## src/rtl/ppi_bus_master_pkg.sv

```systemverilog
// Shared types and constants for the 8255 PPI bus sequencer.
// Holds the state encoding, register addresses and control-word bit positions.
package ppi_pkg;

  typedef enum logic [2:0] {
    ST_IDLE    = 3'd0,
    ST_SETUP   = 3'd1,
    ST_STROBE  = 3'd2,
    ST_HOLD    = 3'd3,
    ST_RECOVER = 3'd4,
    ST_CHIPRST = 3'd5
  } ppi_state_e;

  localparam logic [1:0] ADDR_A    = 2'd0;
  localparam logic [1:0] ADDR_B    = 2'd1;
  localparam logic [1:0] ADDR_C    = 2'd2;
  localparam logic [1:0] ADDR_CTRL = 2'd3;

  // Mode 0 with every port configured as input: what the chip holds after its own reset.
  localparam logic [7:0] CTRL_RESET_VAL = 8'h9B;

  localparam int MODE_SET = 7;
  localparam int A_IN     = 4;
  localparam int CU_IN    = 3;
  localparam int B_IN     = 1;
  localparam int CL_IN    = 0;

  function automatic int max_cyc(input int a, input int b, input int c, input int d,
                                 input int e);
    int m;
    m = a;
    if (b > m) m = b;
    if (c > m) m = c;
    if (d > m) m = d;
    if (e > m) m = e;
    return m;
  endfunction

endpackage

```

## src/rtl/ppi_bus_master_if.sv

```systemverilog
// Command/response handshake between the CPU side and the PPI bus sequencer.
// The CPU is the master; the sequencer is the slave.
interface ppi_bus_master_if;

  logic       cmd_valid;
  logic       cmd_ready;
  logic       cmd_write;
  logic [1:0] cmd_addr;
  logic [7:0] cmd_wdata;
  logic       rsp_valid;
  logic       rsp_write;
  logic [7:0] rsp_rdata;

  modport master (
    output cmd_valid, cmd_write, cmd_addr, cmd_wdata,
    input  cmd_ready, rsp_valid, rsp_write, rsp_rdata
  );

  modport slave (
    input  cmd_valid, cmd_write, cmd_addr, cmd_wdata,
    output cmd_ready, rsp_valid, rsp_write, rsp_rdata
  );

endinterface

```

## src/rtl/ppi_bus_master.sv

```systemverilog
// Sequences single-beat register commands into timed CS/RD/WR bus cycles on an 8255 PPI,
// and generates timed chip-reset pulses while tracking the last mode-set control word.
//
//   state   | meaning
//   IDLE    | waiting for a command or reset request; cmd_ready lives here
//   SETUP   | CS low, address and write data settling ahead of the strobe
//   STROBE  | RD_n or WR_n low; read data captured on the last edge
//   HOLD    | strobe released, CS/address/data still held
//   RECOVER | CS high between bus cycles; response pulse on the first cycle
//   CHIPRST | ppi_reset high for RESET_CYC cycles
module ppi_bus_master
  import ppi_pkg::*;
#(
  parameter int SETUP_CYC    = 1,
  parameter int STROBE_CYC   = 3,
  parameter int HOLD_CYC     = 1,
  parameter int RECOVERY_CYC = 2,
  parameter int RESET_CYC    = 4
) (
  input  logic                    clk,
  input  logic                    reset,
  ppi_bus_master_if.slave         bus,
  input  logic                    init_req,
  output logic                    init_done,
  output logic [7:0]              ctrl_shadow,
  output logic                    ppi_cs_n,
  output logic                    ppi_rd_n,
  output logic                    ppi_wr_n,
  output logic [1:0]              ppi_a,
  output logic                    ppi_reset,
  output logic [7:0]              ppi_d_out,
  output logic                    ppi_d_oe,
  input  logic [7:0]              ppi_d_in
);

  localparam logic [2:0] S_IDLE    = 3'(ST_IDLE);
  localparam logic [2:0] S_SETUP   = 3'(ST_SETUP);
  localparam logic [2:0] S_STROBE  = 3'(ST_STROBE);
  localparam logic [2:0] S_HOLD    = 3'(ST_HOLD);
  localparam logic [2:0] S_RECOVER = 3'(ST_RECOVER);
  localparam logic [2:0] S_CHIPRST = 3'(ST_CHIPRST);

  localparam int MAX_CYC = max_cyc(SETUP_CYC, STROBE_CYC, HOLD_CYC, RECOVERY_CYC, RESET_CYC);
  localparam int CNT_W   = $clog2(MAX_CYC) + 1;

  localparam logic [CNT_W-1:0] SETUP_LD  = CNT_W'(SETUP_CYC - 1);
  localparam logic [CNT_W-1:0] STROBE_LD = CNT_W'(STROBE_CYC - 1);
  localparam logic [CNT_W-1:0] HOLD_LD   = CNT_W'(HOLD_CYC - 1);
  localparam logic [CNT_W-1:0] REC_LD    = CNT_W'(RECOVERY_CYC - 1);
  localparam logic [CNT_W-1:0] RST_LD    = CNT_W'(RESET_CYC - 1);

  logic [2:0]       state;
  logic [CNT_W-1:0] cnt;
  logic             cnt_done;
  logic             lat_write;
  logic             rsp_valid_q;
  logic             rsp_write_q;
  logic [7:0]       rdata_q;

  assign cnt_done      = (cnt == '0);
  assign bus.cmd_ready = (state == S_IDLE) && !init_req && !reset;
  assign bus.rsp_valid = rsp_valid_q;
  assign bus.rsp_write = rsp_write_q;
  assign bus.rsp_rdata = rdata_q;

  // Bus pins are registered and updated on the same edge as the state change,
  // so each phase's pin levels appear exactly for that phase's cycles.
  always_ff @(posedge clk) begin
    if (reset) begin
      state       <= S_IDLE;
      cnt         <= '0;
      lat_write   <= 1'b0;
      rsp_valid_q <= 1'b0;
      rsp_write_q <= 1'b0;
      rdata_q     <= 8'h00;
      init_done   <= 1'b0;
      ctrl_shadow <= CTRL_RESET_VAL;
      ppi_cs_n    <= 1'b1;
      ppi_rd_n    <= 1'b1;
      ppi_wr_n    <= 1'b1;
      ppi_a       <= 2'd0;
      ppi_reset   <= 1'b0;
      ppi_d_out   <= 8'h00;
      ppi_d_oe    <= 1'b0;
    end else begin
      rsp_valid_q <= 1'b0;
      init_done   <= 1'b0;
      case (state)
        S_IDLE: begin
          if (init_req) begin
            state     <= S_CHIPRST;
            cnt       <= RST_LD;
            ppi_reset <= 1'b1;
          end else if (bus.cmd_valid) begin
            state     <= S_SETUP;
            cnt       <= SETUP_LD;
            lat_write <= bus.cmd_write;
            ppi_cs_n  <= 1'b0;
            ppi_a     <= bus.cmd_addr;
            ppi_d_oe  <= bus.cmd_write;
            ppi_d_out <= bus.cmd_write ? bus.cmd_wdata : 8'h00;
          end
        end
        S_SETUP: begin
          if (cnt_done) begin
            state    <= S_STROBE;
            cnt      <= STROBE_LD;
            ppi_rd_n <= lat_write;
            ppi_wr_n <= !lat_write;
          end else begin
            cnt <= cnt - 1'b1;
          end
        end
        S_STROBE: begin
          if (cnt_done) begin
            state    <= S_HOLD;
            cnt      <= HOLD_LD;
            ppi_rd_n <= 1'b1;
            ppi_wr_n <= 1'b1;
            rdata_q  <= lat_write ? 8'h00 : ppi_d_in;
          end else begin
            cnt <= cnt - 1'b1;
          end
        end
        S_HOLD: begin
          if (cnt_done) begin
            state       <= S_RECOVER;
            cnt         <= REC_LD;
            ppi_cs_n    <= 1'b1;
            ppi_d_oe    <= 1'b0;
            rsp_valid_q <= 1'b1;
            rsp_write_q <= lat_write;
            // Bit-set/reset words (bit 7 clear) do not change the port configuration.
            if (lat_write && ppi_a == ADDR_CTRL && ppi_d_out[MODE_SET])
              ctrl_shadow <= ppi_d_out;
          end else begin
            cnt <= cnt - 1'b1;
          end
        end
        S_RECOVER: begin
          if (cnt_done) state <= S_IDLE;
          else          cnt   <= cnt - 1'b1;
        end
        S_CHIPRST: begin
          if (cnt_done) begin
            state       <= S_IDLE;
            ppi_reset   <= 1'b0;
            init_done   <= 1'b1;
            ctrl_shadow <= CTRL_RESET_VAL;
          end else begin
            cnt <= cnt - 1'b1;
          end
        end
        default: state <= S_IDLE;
      endcase
    end
  end

endmodule
```

## src/flat_wrapper.sv

```systemverilog
// flat-port wrapper written by rule: the top's interface ports become plain ports
module ppi_bus_master_flat import ppi_pkg::*;
#(
  parameter int SETUP_CYC    = 1,
  parameter int STROBE_CYC   = 3,
  parameter int HOLD_CYC     = 1,
  parameter int RECOVERY_CYC = 2,
  parameter int RESET_CYC    = 4
)
  (clk, reset, init_req, init_done, ctrl_shadow, ppi_cs_n, ppi_rd_n, ppi_wr_n, ppi_a, ppi_reset, ppi_d_out, ppi_d_oe, ppi_d_in, bus_cmd_valid, bus_cmd_write, bus_cmd_addr, bus_cmd_wdata, bus_cmd_ready, bus_rsp_valid, bus_rsp_write, bus_rsp_rdata);
  ppi_bus_master_if bus_i ();
  input  logic clk;
  input  logic reset;
  input  logic init_req;
  output logic init_done;
  output logic [7:0] ctrl_shadow;
  output logic ppi_cs_n;
  output logic ppi_rd_n;
  output logic ppi_wr_n;
  output logic [1:0] ppi_a;
  output logic ppi_reset;
  output logic [7:0] ppi_d_out;
  output logic ppi_d_oe;
  input  logic [7:0] ppi_d_in;
  input wire logic [$bits(bus_i.cmd_valid)-1:0] bus_cmd_valid;
  input wire logic [$bits(bus_i.cmd_write)-1:0] bus_cmd_write;
  input wire logic [$bits(bus_i.cmd_addr)-1:0] bus_cmd_addr;
  input wire logic [$bits(bus_i.cmd_wdata)-1:0] bus_cmd_wdata;
  output wire logic [$bits(bus_i.cmd_ready)-1:0] bus_cmd_ready;
  output wire logic [$bits(bus_i.rsp_valid)-1:0] bus_rsp_valid;
  output wire logic [$bits(bus_i.rsp_write)-1:0] bus_rsp_write;
  output wire logic [$bits(bus_i.rsp_rdata)-1:0] bus_rsp_rdata;
  assign bus_i.cmd_valid = bus_cmd_valid;
  assign bus_i.cmd_write = bus_cmd_write;
  assign bus_i.cmd_addr = bus_cmd_addr;
  assign bus_i.cmd_wdata = bus_cmd_wdata;
  assign bus_cmd_ready = bus_i.cmd_ready;
  assign bus_rsp_valid = bus_i.rsp_valid;
  assign bus_rsp_write = bus_i.rsp_write;
  assign bus_rsp_rdata = bus_i.rsp_rdata;
  ppi_bus_master #(.SETUP_CYC(SETUP_CYC), .STROBE_CYC(STROBE_CYC), .HOLD_CYC(HOLD_CYC), .RECOVERY_CYC(RECOVERY_CYC), .RESET_CYC(RESET_CYC)) u_core (.clk(clk), .reset(reset), .bus(bus_i), .init_req(init_req), .init_done(init_done), .ctrl_shadow(ctrl_shadow), .ppi_cs_n(ppi_cs_n), .ppi_rd_n(ppi_rd_n), .ppi_wr_n(ppi_wr_n), .ppi_a(ppi_a), .ppi_reset(ppi_reset), .ppi_d_out(ppi_d_out), .ppi_d_oe(ppi_d_oe), .ppi_d_in(ppi_d_in));
endmodule
```

## config.mk

```make
export PLATFORM = sky130hd
export DESIGN_NAME = ppi_bus_master_flat
export DESIGN_NICKNAME = d
export VERILOG_FILES = /design/src/rtl/ppi_bus_master_pkg.sv /design/src/rtl/ppi_bus_master_if.sv /design/src/rtl/ppi_bus_master.sv /design/src/flat_wrapper.sv
export SDC_FILE = /design/constraint.sdc
export NUM_CORES = 1
export LEC_CHECK = 0
export ABC_AREA = 1
export BUFFER_PORTS_ARGS = -buffer_cell sky130_fd_sc_hd__buf_2
export CORE_AREA = 2 2 69 84
export CTS_BUF_LIST = sky130_fd_sc_hd__clkbuf_8
export DETAILED_ROUTE_END_ITERATION = 6
export DIE_AREA = 0 0 71 86
export GPL_TIMING_DRIVEN = 0
export HOLD_SLACK_MARGIN = 0.06
export SLEW_MARGIN = 20
export SYNTH_ARGS = -nofsm -noshare
export SYNTH_HDL_FRONTEND = slang
export SYNTH_SLANG_ARGS = --single-unit
```

## constraint.sdc

```tcl
create_clock -name clk -period 2.7 [get_ports clk]
set_clock_uncertainty 0.15 [all_clocks]
set_input_delay 0.405 -clock clk [delete_from_list [all_inputs] [get_ports clk]]
set_output_delay 0.405 -clock clk [all_outputs]
set_load 0.05 [all_outputs]
```

# Word level (Yosys, flattened, before mapping)
# Index checks and enable logic that the tools add are counted.
# word_totals
register_bits	41
inputBits	23
out_inout_bits	35
elab_cells	97
# classes
addsub	1
n_eq_ne	17
muxes	35
bitwise_logic	3
n_reduce_logical	26
# ops
op	n
$mux W8	5
$mux W3	12
$pmux W3 S5	2
$pmux W8 S2	1
$ne A2 B1 Y1 const B	6
$reduce_and A3 Y1	4
$mux W1	10
$pmux W1 S2	5
$ne A2 B2 Y1 const B	4
$reduce_and A4 Y1	2
$reduce_bool A2 Y1	4
$eq A3 B2 Y1 const B	2
$eq A3 B3 Y1 const B	2
$logic_not A3 Y1	2
$reduce_or A2 Y1	3
$reduce_and A5 Y1	1
$reduce_bool A5 Y1	1
$logic_and A1 B1 Y1	4
$reduce_and A2 Y1	2
$eq A3 B1 Y1 const B	1
$logic_not A1 Y1	3
$ne A3 B3 Y1 const B	1
$not A1 Y1	3
$sub A3 B1 Y3 const B	1
$eq A2 B2 Y1 const B	1

# Logic depth before layout (Yosys ltp)
# Gate-level depths: netlist of the first run.
# logic_depth
depth_word	6
ltp_mapped	10
ltp_nobuf	10

# Least setup slack after synthesis of the first run
# No wires, ideal clock.
# synth_path
kind	input to output
startpoint	input port reset
endpoint	output port bus_cmd_ready
arrival_time_ns	1.411
required_ns	2.145
path_slack_ns	0.734
stages	3
path_cell_list	buf_1 -> clkbuf_1 -> nor2_1
# synth_between
elab_chain_len	2
# synth_rtl
item	line_no	rtl
from (decl)	flat_wrapper.sv:13	input logic reset;
$logic_not A1 Y1	ppi_bus_master.sv:61	assign bus.cmd_ready = (state == S_IDLE) && !init_req && !reset;
$logic_and A1 B1 Y1	ppi_bus_master.sv:61	
to (decl)	flat_wrapper.sv:29	output wire logic [$bits(bus_i.cmd_ready)-1:0] bus_cmd_ready;
# Every way passes these cells.

# Worst setup path in the final report of the first run
# layout_path
startpoint	register u_core.state[2]
endpoint	output port bus_cmd_ready
# layout_between
elab_chain_len	3
# layout_rtl
item	line_no	rtl
from (decl)	ppi_bus_master.sv:52	logic [2:0] state;
from (signal assigned)	ppi_bus_master.sv:70	state <= S_IDLE;
from (signal assigned)	ppi_bus_master.sv:91	state <= S_CHIPRST;
from (signal assigned)	ppi_bus_master.sv:95	state <= S_SETUP;
$logic_not A3 Y1	ppi_bus_master.sv:61	
$logic_and A1 B1 Y1 (2 in a row)	ppi_bus_master.sv:61	
# Every way passes these cells.

==> results of run 1 <==
==> worst max-delay path, delay by kind of cell, from the launching register on <==
kind	cells	cell delay (ns)
AND/OR/NAND/NOR	4	0.36
buffers and inverters	2	0.43
flip-flops	1	0.37
==> placed cells by master (no fill, tap or decap), types with 3 or more instances in the layout <==
| cell type | count |
|---|---|
| o21ai_0 | 10 |
| inv_1 | 16 |
| nor2_4 | 4 |
| nor2_1 | 20 |
| clkbuf_1 | 3 |
| a21oi_1 | 32 |
| nand4_1 | 3 |
| dfxtp_1 | 41 |
| clkbuf_8 | 6 |
| nand3_1 | 19 |
| nand2_1 | 74 |
| buf_2 | 57 |
| nand2_2 | 3 |
==> area by class of cell <==
cell class | count | area [µm²]
Buffer | 6 | 27.53
Multi-Input combinational cell | 176 | 850.8
Timing Repair Buffer | 56 | 280.3
Fill cell | 547 | 3028
Sequential cell | 41 | 820.8
Clock buffer | 6 | 82.58
Inverter | 21 | 80.08
Tap cell | 62 | 77.57
Clock inverter | 2 | 13.76
==> metrics by stage <==
stage	hold WS (ns)	worst slack, ns	total power, W	instance area, µm²
2_1_floorplan	0.3215	0.7338	0.001679	1779
3_3_place_gp	0.2890	0.7569	0.001910	2137
3_5_place_dp	0.2960	0.7458	0.001911	2137
4_1_cts	0.1957	0.6795	0.002335	2233
5_1_grt	0.1990	0.6056	0.002511	2233
6_report	0.2015	0.6893	0.002320	2233
==> synth_stat cells, drive strengths merged <==
master | number | area (µm²)
nand3 | 21 | 130.1
a21oi | 32 | 160.2
nor3 | 1 | 5.000
nand2 | 78 | 307.8
nand4 | 3 | 18.77
a21boi | 1 | 7.510
nor2 | 24 | 120.1
inv | 18 | 67.57
clkinv | 3 | 12.51
o21ai | 13 | 68.82
ha | 2 | 25.02
dfxtp | 41 | 820.8
buf | 3 | 16.26
nand3b | 1 | 7.510
clkbuf | 3 | 11.26
==> worst max-delay path by stage <==
stage	start	endpoint	slack, ns
final	u_core.state[2]	bus_cmd_ready	0.69
after floorplan	reset	bus_cmd_ready	0.73
after detailed placement	reset	bus_cmd_ready	0.75
after global placement	reset	bus_cmd_ready	0.76
after global routing	u_core.state[2]	bus_cmd_ready	0.61
after CTS	u_core.state[2]	bus_cmd_ready	0.68
==> flip-flops by register name, summed over array words and instances (netlist names) <==
| signal | count |
|---|---|
| u_core.ppi_rd_n | 1 |
| u_core.lat_write | 1 |
| u_core.ppi_d_out | 8 |
| u_core.ppi_a | 2 |
| u_core.bus.rsp_write | 1 |
| u_core.ppi_cs_n | 1 |
| u_core.init_done | 1 |
| u_core.bus.rsp_valid | 1 |
| u_core.ppi_d_oe | 1 |
| u_core.state | 3 |
| u_core.bus.rsp_rdata | 8 |
| u_core.cnt | 3 |
| u_core.ppi_reset | 1 |
| u_core.ppi_wr_n | 1 |
| u_core.ctrl_shadow | 8 |
==> power groups by stage <==
stage	combinational (W)	sequential, W	clock, W
final	0.00111	0.000793	0.000420
after global routing	0.00124	0.000809	0.000466
after CTS	0.00111	0.000794	0.000433
after detailed placement	0.00110	0.000807	0
after global placement	0.00110	0.000805	0
after floorplan	0.000613	0.00107	0
==> logic make-up (layout without fill, tap and decap cells) <==
| logic type | after synthesis | count (layout) | synth area share |
|---|---|---|---|
| AOI/OAI and AO/OA | 46 | 46 | 0.1329 |
| adders and majority gates | 2 | 2 | 0.01406 |
| buffers and inverters | 27 | 91 | 0.06048 |
| DFF | 41 | 41 | 0.4613 |
| and+or+nand+nor | 128 | 128 | 0.3312 |
==> routing by layer <==
metal | share of wire | up-vias | GRT usage
li1 | - | 915 | -
met1 | 0.47 | 757 | 0.1856
met2 | 0.46 | 48 | 0.2421
met3 | 0.055 | 4 | 0.03760
met4 | 0.014 | 0 | 0.05660
met5 | 0 | - | 0
==> out/results.tsv, run 1 <==
stage	metric	value	unit
pwr	netSwitchingFraction	0.4710	
floorplanning	initial_utilization	0.3382	
drt	first_pass_iters	6	
clocking	post_cts_buffers	0	
sta	rsz0062_at_grt	no	
sta	fin_crit_sh	0.7447	
drt	wl_per_cell	11.56	µm
floorplanning	die_h	86	µm
flow_run	cap_violations	0	
clocking	clkTransAtPathRegs	0.08	ns
cells_and_area	nets	332	
worst_setup_path	cp-start-kind	flip-flop	
cells_and_area	area_growth	25.53	%
pwr	p_leak	1.032	nW
drt	routed_wl	4278	µm
worst_setup_path	regToRegEndpoint	u_core.ppi_cs_n	
pwr	clock_power_share	0.181	
placed_design	dp_hpwl	3271	µm
worst_setup_path	cp_cell_sequence	inv_2 -> nand2_2 -> nor2_4 -> nand2_1 -> nor2_1 -> buf_2	
grt	grt_util_all_layers	0.1476	
worst_setup_path	crit_path_max_fanout	6	
cells_and_area	final_layout_size_suffix_gt1_frac	0.2597	
placed_design	port_buffers	56	
min_path	hp-class	input pin to flip-flop	
drt	vias	1724	
logic_synthesis	syn_area_per_cell	7.292	µm²
clocking	cts_tree	done	
worst_setup_path	crit_type	flip-flop to output pin	
worst_setup_path	slowest_delay	0.37	ns
placed_design	dp.cells	362	
sta	setup_tns	0	ns
clocking	clockBufferDepth	2	
logic_synthesis	syn_nets	269	
min_path	min_path_cells	3	
worst_setup_path	r2r_setup_slack	0.87	ns
pwr	power.internal	0.001227	W
clocking	cts_made_buffers	5	
logic_synthesis	synth_warnings	0	
clocking	holdBufCountCts	0	
min_path	holdPathEnd	u_core.ppi_d_out[7]	
worst_setup_path	cp.required	2.14	ns
cells_and_area	fin_util	0.4245	
floorplanning	die_w	71	µm
floorplanning	die-area	6106	µm²
placed_design	gp_congestion	0.8065	
worst_setup_path	crit_slowest_cell	dfxtp_1	
logic_synthesis	synth.cell_area	1779	µm²
floorplanning	io_pins	58	
cells_and_area	fin_cells	370	
clocking	clockRootBuffer	clkbuf_8	
sta	slew_viol_final	0	
grt	antenna_found_initial	0	
min_path	holdCritStartpoint	bus_cmd_wdata[7]	
sta	timing.fmax	0.4973	GHz
logic_synthesis	ys_types	25	
grt	grt_pass1_wl	7265	µm
sta	final.min_clock_period	2.011	ns
grt	grt-ovfl-total	0	
pwr	power_frac_seq	0.342	
worst_setup_path	r2r-start	u_core.cnt[0]	
sta	slew_headroom	0.6554	
sta	setup_viol	0	
clocking	cts_resized	0	
clocking	cts_sinks	41	
floorplanning	rows	29	
logic_synthesis	postSynthCellCount	244	
clocking	clk_latency	0.29	ns
logic_synthesis	synth_seq_area_share	0.4613	
grt	grt_max_degree	14	
drt	drc_errors	0	
cells_and_area	diodes	0	
clocking	cts_max_level	2	
pwr	p_comb_frac	0.477	
sta	worst_slew_pin_slew	0.5170	ns
pwr	power_density	1039	nW/µm²
drt	drtAntennaViolNets	0	
pwr	ir_worst_vdd	0.0003841	V
logic_synthesis	ys_ff_latch	41	
worst_setup_path	end_kind	output pin	
pwr	p_switching	0.001093	W
floorplanning	core-area	5261	µm²
drt	vias_per_cell	4.659	
run_status	status	finished clean	
grt	first_global_vias	1574	
worst_setup_path	r2r_cells	8	
worst_setup_path	arrival	1.46	ns
drt	initialDrtViolationCount	66	
sta	hold_viol	0	
No activity file was read; power rests on OpenSTA's default activity.
==> run 2, diff against run 1 <==
- ABC_AREA: 1 -> 0
- clock period: 2.7 -> 1.66 ns (I/O delays scaled with it)
==> out/results.tsv, run 2 <==
stage	metric	value	unit	change
logic_synthesis	ys_ff_latch	41		unchanged
min_path	hp-class	input pin to flip-flop		
drt	routed_wl	4929	µm	+15%
placed_design	dpl-instance-area	2175	µm²	+1.8%
flow_run	cap_violations	0		unchanged
grt	grt-ovfl-total	0		unchanged
worst_setup_path	crit_type	flip-flop to output pin		
clocking	cts_tree	done		
pwr	p_leak	1.089	nW	+5.6%
placed_design	dp_hpwl	3201	µm	-2.1%
sta	slew_headroom	0.6325		-0.02283
drt	drc_errors	0		unchanged
cells_and_area	most-common-layout-cells	buf_2, dfxtp_1, nand2_1		
worst_setup_path	end_kind	output pin		
cells_and_area	fin_util	0.5065		+0.08204
logic_synthesis	synth-edff-count	0		unchanged
placed_design	port_buffers	55		-1.8%
drt	vias_per_cell	5.052		+8.4%
pwr	p_switching	0.001469	W	+34%
sta	rsz0062_at_grt	yes		
drt	vias	1743		+1.1%
drt	initialDrtViolationCount	62		-6.1%
clocking	cts_max_level	2		unchanged
logic_synthesis	synth.cell_area	1804	µm²	+1.4%
clocking	clockBufferDepth	2		unchanged
logic_synthesis	synth_seq_area_share	0.4549		-0.006398
sta	worst_slack	-0.05218	ns	-0.7415 ns
sta	final.min_clock_period	1.712	ns	
pwr	power_density	1418	nW/µm²	+37%
cells_and_area	fin_cells	345		-6.8%
sta	worst_slew_pin_slew	0.5512	ns	+0.03425 ns
floorplanning	rows	29		unchanged
floorplanning	initial_utilization	0.3429		+0.004756
drt	drtAntennaViolNets	0		unchanged
pwr	ir_worst_vdd	0.0006127	V	+59%
cells_and_area	diodes	0		unchanged
sta	setup_viol	1		+1
placed_design	dp.cells	320		-12%
pwr	clock_power_share	0.225		+0.044
floorplanning	io_pins	58		unchanged
worst_setup_path	cp-start-kind	flip-flop		
sta	fin_crit_sh	1.031		
worst_setup_path	r2r_setup_slack	0.01	ns	-0.86 ns
worst_setup_path	crit_path_max_fanout	2		-4
grt	antenna_found_initial	0		unchanged
grt	grt_max_degree	14		unchanged
floorplanning	die-area	6106	µm²	unchanged
sta	hold_viol	0		unchanged
logic_synthesis	ys_types	47		+88%
cells_and_area	final_layout_size_suffix_gt1_frac	0.4594		+0.1996
logic_synthesis	synthTopCellsByCount	dfxtp_1, nand2_1, a21oi_1		
cells_and_area	nets	307		-7.5%
logic_synthesis	postSynthCellCount	203		-17%
pwr	power.internal	0.002311	W	+88%
logic_synthesis	yosysMostFrequentCell	dfxtp_1		
logic_synthesis	syn_nets	228		-15%
floorplanning	core-area	5261	µm²	unchanged
logic_synthesis	yosysTopAreaCellShare	0.4549		-0.006398
clocking	clk_latency	0.30	ns	about the same
cells_and_area	design_area	2665	µm²	+19%
run_status	status	finished, violations left		
clocking	cts_made_buffers	5		unchanged
floorplanning	die_w	71	µm	unchanged
logic_synthesis	synth_warnings	0		unchanged
worst_setup_path	arrival	1.31	ns	-0.15 ns
drt	first_pass_iters	4		-2
logic_synthesis	syn_area_per_cell	8.888	µm²	+22%
pwr	netSwitchingFraction	0.3887		-0.08233
logic_synthesis	synth_top_cells_by_area	dfxtp_1, a21oi_1, nand2_1		
pwr	power_frac_seq	0.330		-0.012
sta	timing.fmax	0.5841	GHz	
worst_setup_path	cp.required	1.26	ns	-0.88 ns
pwr	power	0.003780	W	+63%
grt	first_global_vias	1570		-0.25%
logic_synthesis	synthFlopType	dfxtp_1		
grt	grt_util_all_layers	0.1574		+0.009840
placed_design	gp_congestion	0.7945		-1.5%
pwr	p_comb_frac	0.446		-0.031
clocking	clkTransAtPathRegs	0.08	ns	about the same
cells_and_area	area_growth	47.71	%	
run_status	violations	setup timing		
clocking	cts_sinks	41		unchanged
drt	wl_per_cell	14.29	µm	+24%
clocking	clockRootBuffer	clkbuf_8		
logic_synthesis	yosysTopAreaCell	dfxtp_1		
cells_and_area	final_common_cell	buf_2		
sta	slew_viol_final	0		unchanged
logic_synthesis	synthArstFlopShare	0		unchanged
grt	grt_pass1_wl	7583	µm	+4.4%
floorplanning	die_h	86	µm	unchanged
-- run 2: power groups by stage --
stage | Sequential, W | Clock, W | Combinational, W
2_1_floorplan | 0.00141 | 0 | 0.000872
3_3_place_gp | 0.00121 | 0 | 0.00135
3_5_place_dp | 0.00121 | 0 | 0.00135
4_1_cts | 0.00121 | 0.000861 | 0.00149
5_1_grt | 0.00126 | 0.000913 | 0.00181
6_report | 0.00125 | 0.000849 | 0.00169
-- run 2: kinds of logic after synthesis --
logic type               share of synthesized area
AO/OA/AOI/OAI                               0.1956
XOR/XNOR                                  0.004855
buffers and inverters                      0.06240
AND/OR/NAND/NOR                             0.2573
adder cells (fa/ha/maj)                    0.01387
multiplexers                               0.01110
flip-flops                                  0.4549
-- run 2: worst max-delay path, stage by stage, from the launching register on --
cell and delay (ns):
dfxtp_2 0.34, nor4_4 0.32, nor2b_4 0.21, buf_8 0.15
-- run 2: timing repair --
item / in CTS / in global routing
cloned: 1 / 1
hold endpoints to repair: 4 / 4
resized for setup: 17 / 44
setup endpoints to repair: 32 / 39
buffers inserted: 3 / 6
pin swaps: 4 / 15
hold buffers: 4 / 4
-- run 2: worst paths after layout --
check | start | endpoint | cells after the start
max | u_core.state[0] | bus_cmd_ready | 3
min | ppi_d_in[2] | u_core.bus.rsp_rdata[2] | 3
max reg2reg | u_core.cnt[1] | u_core.bus.rsp_write | 7
min reg2reg | u_core.bus.rsp_rdata[7] | u_core.bus.rsp_rdata[7] | 2
-- run 2: per-stage QoR --
stage | setup TNS, ns | hold WS, ns | worst slack, ns
4_1_cts | -0.2052 | 0.06096 | -0.05096
2_1_floorplan | 0 | 0.2275 | 0.005286
6_report | -0.05218 | 0.05554 | -0.05218
3_5_place_dp | -4.270 | 0.2805 | -0.2415
5_1_grt | -0.3326 | 0.06195 | -0.09174
3_3_place_gp | -4.206 | 0.2751 | -0.2569
-- run 2: area by class of cell --
| type | count | area, µm² |
|---|---|---|
| multi-input combinational | 140 | 1035 |
| clock buffer | 6 | 82.58 |
| clock inverter | 2 | 37.54 |
| sequential | 41 | 832.0 |
| inverter | 4 | 18.77 |
| tap | 62 | 77.57 |
| fill | 489 | 2596 |
| timing repair buffer | 74 | 462.9 |
| buffer | 16 | 118.9 |
-- run 2: per-layer routing --
layer,wire length [µm],vias up,track usage
met2,2489,36,0.2625
met5,0,-,0
li1,-,877,-
met1,2179,823,0.1997
met4,87,0,0.05146
met3,172,7,0.03760
==> run 3, diff against run 2 <==
- CAP_MARGIN: default -> 15
- CORE_AREA: 2 2 69 84 -> 2 2 86 68
- DIE_AREA: 0 0 71 86 -> 0 0 88 70
- SLEW_MARGIN: 20 -> 40
==> out/results.tsv, run 3 (synthesized netlist as in run 2, its figures left out) <==
stage	metric	value	unit	change
flow_run	cap_violations	0		unchanged
sta	worst_slack	-0.03173	ns	+0.02046 ns
min_path	hp-class	input pin to flip-flop		
cells_and_area	final_common_cell	buf_2		
drt	routed_wl	4945	µm	+0.32%
drt	initialDrtViolationCount	100		+61%
sta	fin_hold_ws	0.07111	ns	+0.01558 ns
placed_design	gp_congestion	0.8264		+4.0%
placed_design	dp_hpwl	3355	µm	+4.8%
sta	fin_crit_sh	1.019		-0.01232
cells_and_area	nFillCells	533		+9.0%
sta	slew_headroom	0.6334		+0.0009150
clocking	cts_tree	done		
floorplanning	die-area	6160	µm²	+0.88%
clocking	clockBufferDepth	2		unchanged
worst_setup_path	arrival	1.29	ns	-0.02 ns
clocking	cts_made_buffers	5		unchanged
sta	rsz0062_at_grt	yes		
worst_setup_path	crit_type	flip-flop to output pin		
floorplanning	initial_utilization	0.3320		-0.01097
sta	slew_viol_final	0		unchanged
sta	worst_slew_pin_slew	0.5498	ns	-0.001374 ns
floorplanning	die_w	88	µm	+24%
grt	first_global_vias	1594		+1.5%
clocking	cts_sinks	41		unchanged
floorplanning	die_h	70	µm	-19%
cells_and_area	area_growth	43.83	%	
pwr	ir_worst_vdd	0.0005489	V	-10%
worst_setup_path	cp.required	1.26	ns	about the same
sta	timing.fmax	0.5911	GHz	+1.2%
run_status	status	finished, violations left		
cells_and_area	diodes	0		unchanged
cells_and_area	most-common-layout-cells	buf_2, dfxtp_1, nand2_1		
worst_setup_path	crit_path_max_fanout	4		+2
clocking	clockRootBuffer	clkbuf_8		
floorplanning	io_pins	58		unchanged
clocking	cts_max_level	2		unchanged
grt	grt-ovfl-total	0		unchanged
clocking	clkTransAtPathRegs	0.08	ns	about the same
floorplanning	core-area	5435	µm²	+3.3%
cells_and_area	multi_input_area	980.9	µm²	-5.2%
drt	drc_errors	0		unchanged
worst_setup_path	cp-start-kind	flip-flop		
cells_and_area	seqCellArea	834.6	µm²	+0.30%
pwr	power_density	1501	nW/µm²	+5.9%
placed_design	port_buffers	55		unchanged
grt	grt_max_degree	14		unchanged
drt	vias_per_cell	4.941		-2.2%
sta	final.min_clock_period	1.692	ns	-0.02046 ns
placed_design	pre_cts_ws	-0.2237	ns	+0.01777 ns
clocking	clk_latency	0.29	ns	about the same
drt	drtAntennaViolNets	0		unchanged
sta	setup_viol	1		unchanged
sta	hold_viol	0		unchanged
drt	wl_per_cell	13.89	µm	-2.8%
pwr	p_leak	1.059	nW	-2.8%
cells_and_area	nets	302		-1.6%
drt	first_pass_iters	4		unchanged
grt	antenna_found_initial	0		unchanged
floorplanning	rows	24		-17%
worst_setup_path	end_kind	output pin		
cells_and_area	final_layout_size_suffix_gt1_frac	0.4353		-0.02411
run_status	violations	setup timing		
grt	grt_pass1_wl	7914	µm	+4.4%
grt	grt_util_all_layers	0.1619		+0.004444
drt	vias	1759		+0.92%
[run 3: final timing paths]
path	start	end	slack [ns]	cells after the start
worst min register to register	u_core.ctrl_shadow[7]	u_core.ctrl_shadow[7]	0.29	1
worst min-delay path	bus_cmd_wdata[6]	u_core.ppi_d_out[6]	0.07	3
worst max register to register	u_core.cnt[0]	u_core.bus.rsp_rdata[5]	0.02	8
worst max-delay path	u_core.state[1]	bus_cmd_ready	-0.03	3
[run 3: report_power, final]
part	leakage, nW	switching [W]	internal (W)
combinational	0.655	0.000988	0.000711
sequential	0.336	0.000129	0.00112
clock	0.0681	0.000349	0.000597
[run 3: critical path, cell delays in order, from the launching register on]
cell and delay (ns):
dfxtp_4 0.37, nor4_4 0.27, nor2b_4 0.20, buf_6 0.16
[run 3: timing repair]
item,in CTS,in global routing
pin swaps,4,12
setup buffers,5,6
gates resized for setup,22,24
cloned,1,1
hold endpoints to repair,2,0
hold buffers,2,0
setup endpoints to repair,32,31
[run 3: area by class of cell]
cell class	count	area share
buffer	15	0.04291
clock buffer	5	0.02652
clock inverter	3	0.02507
inverter	4	0.007232
multi-input combinational	140	0.3780
sequential	41	0.3216
tap	78	0.03761
timing repair buffer	70	0.1610
[run 3: per-stage QoR]
stage	TNS [ns]	area [µm²]	cells	power [W]	utilization
2_1_floorplan	0	1822	203	0.002279	-
3_3_place_gp	-4.907	2195	336	0.002572	0.4038
3_5_place_dp	-4.598	2195	336	0.002580	0.4038
4_1_cts	-0.004830	2452	351	0.003717	0.4512
5_1_grt	-0.3856	2595	356	0.004133	0.4774
6_report	-0.03173	2595	356	0.003896	0.4774
[run 3: layer usage]
metal / share of wire / GRT usage / vias to the layer above
li1: - / - / 870
met1: 0.47 / 0.2246 / 829
met2: 0.46 / 0.2483 / 55
met3: 0.070 / 0.04965 / 5
met4: 0.0047 / 0.03248 / 0
met5: 0 / 0 / -
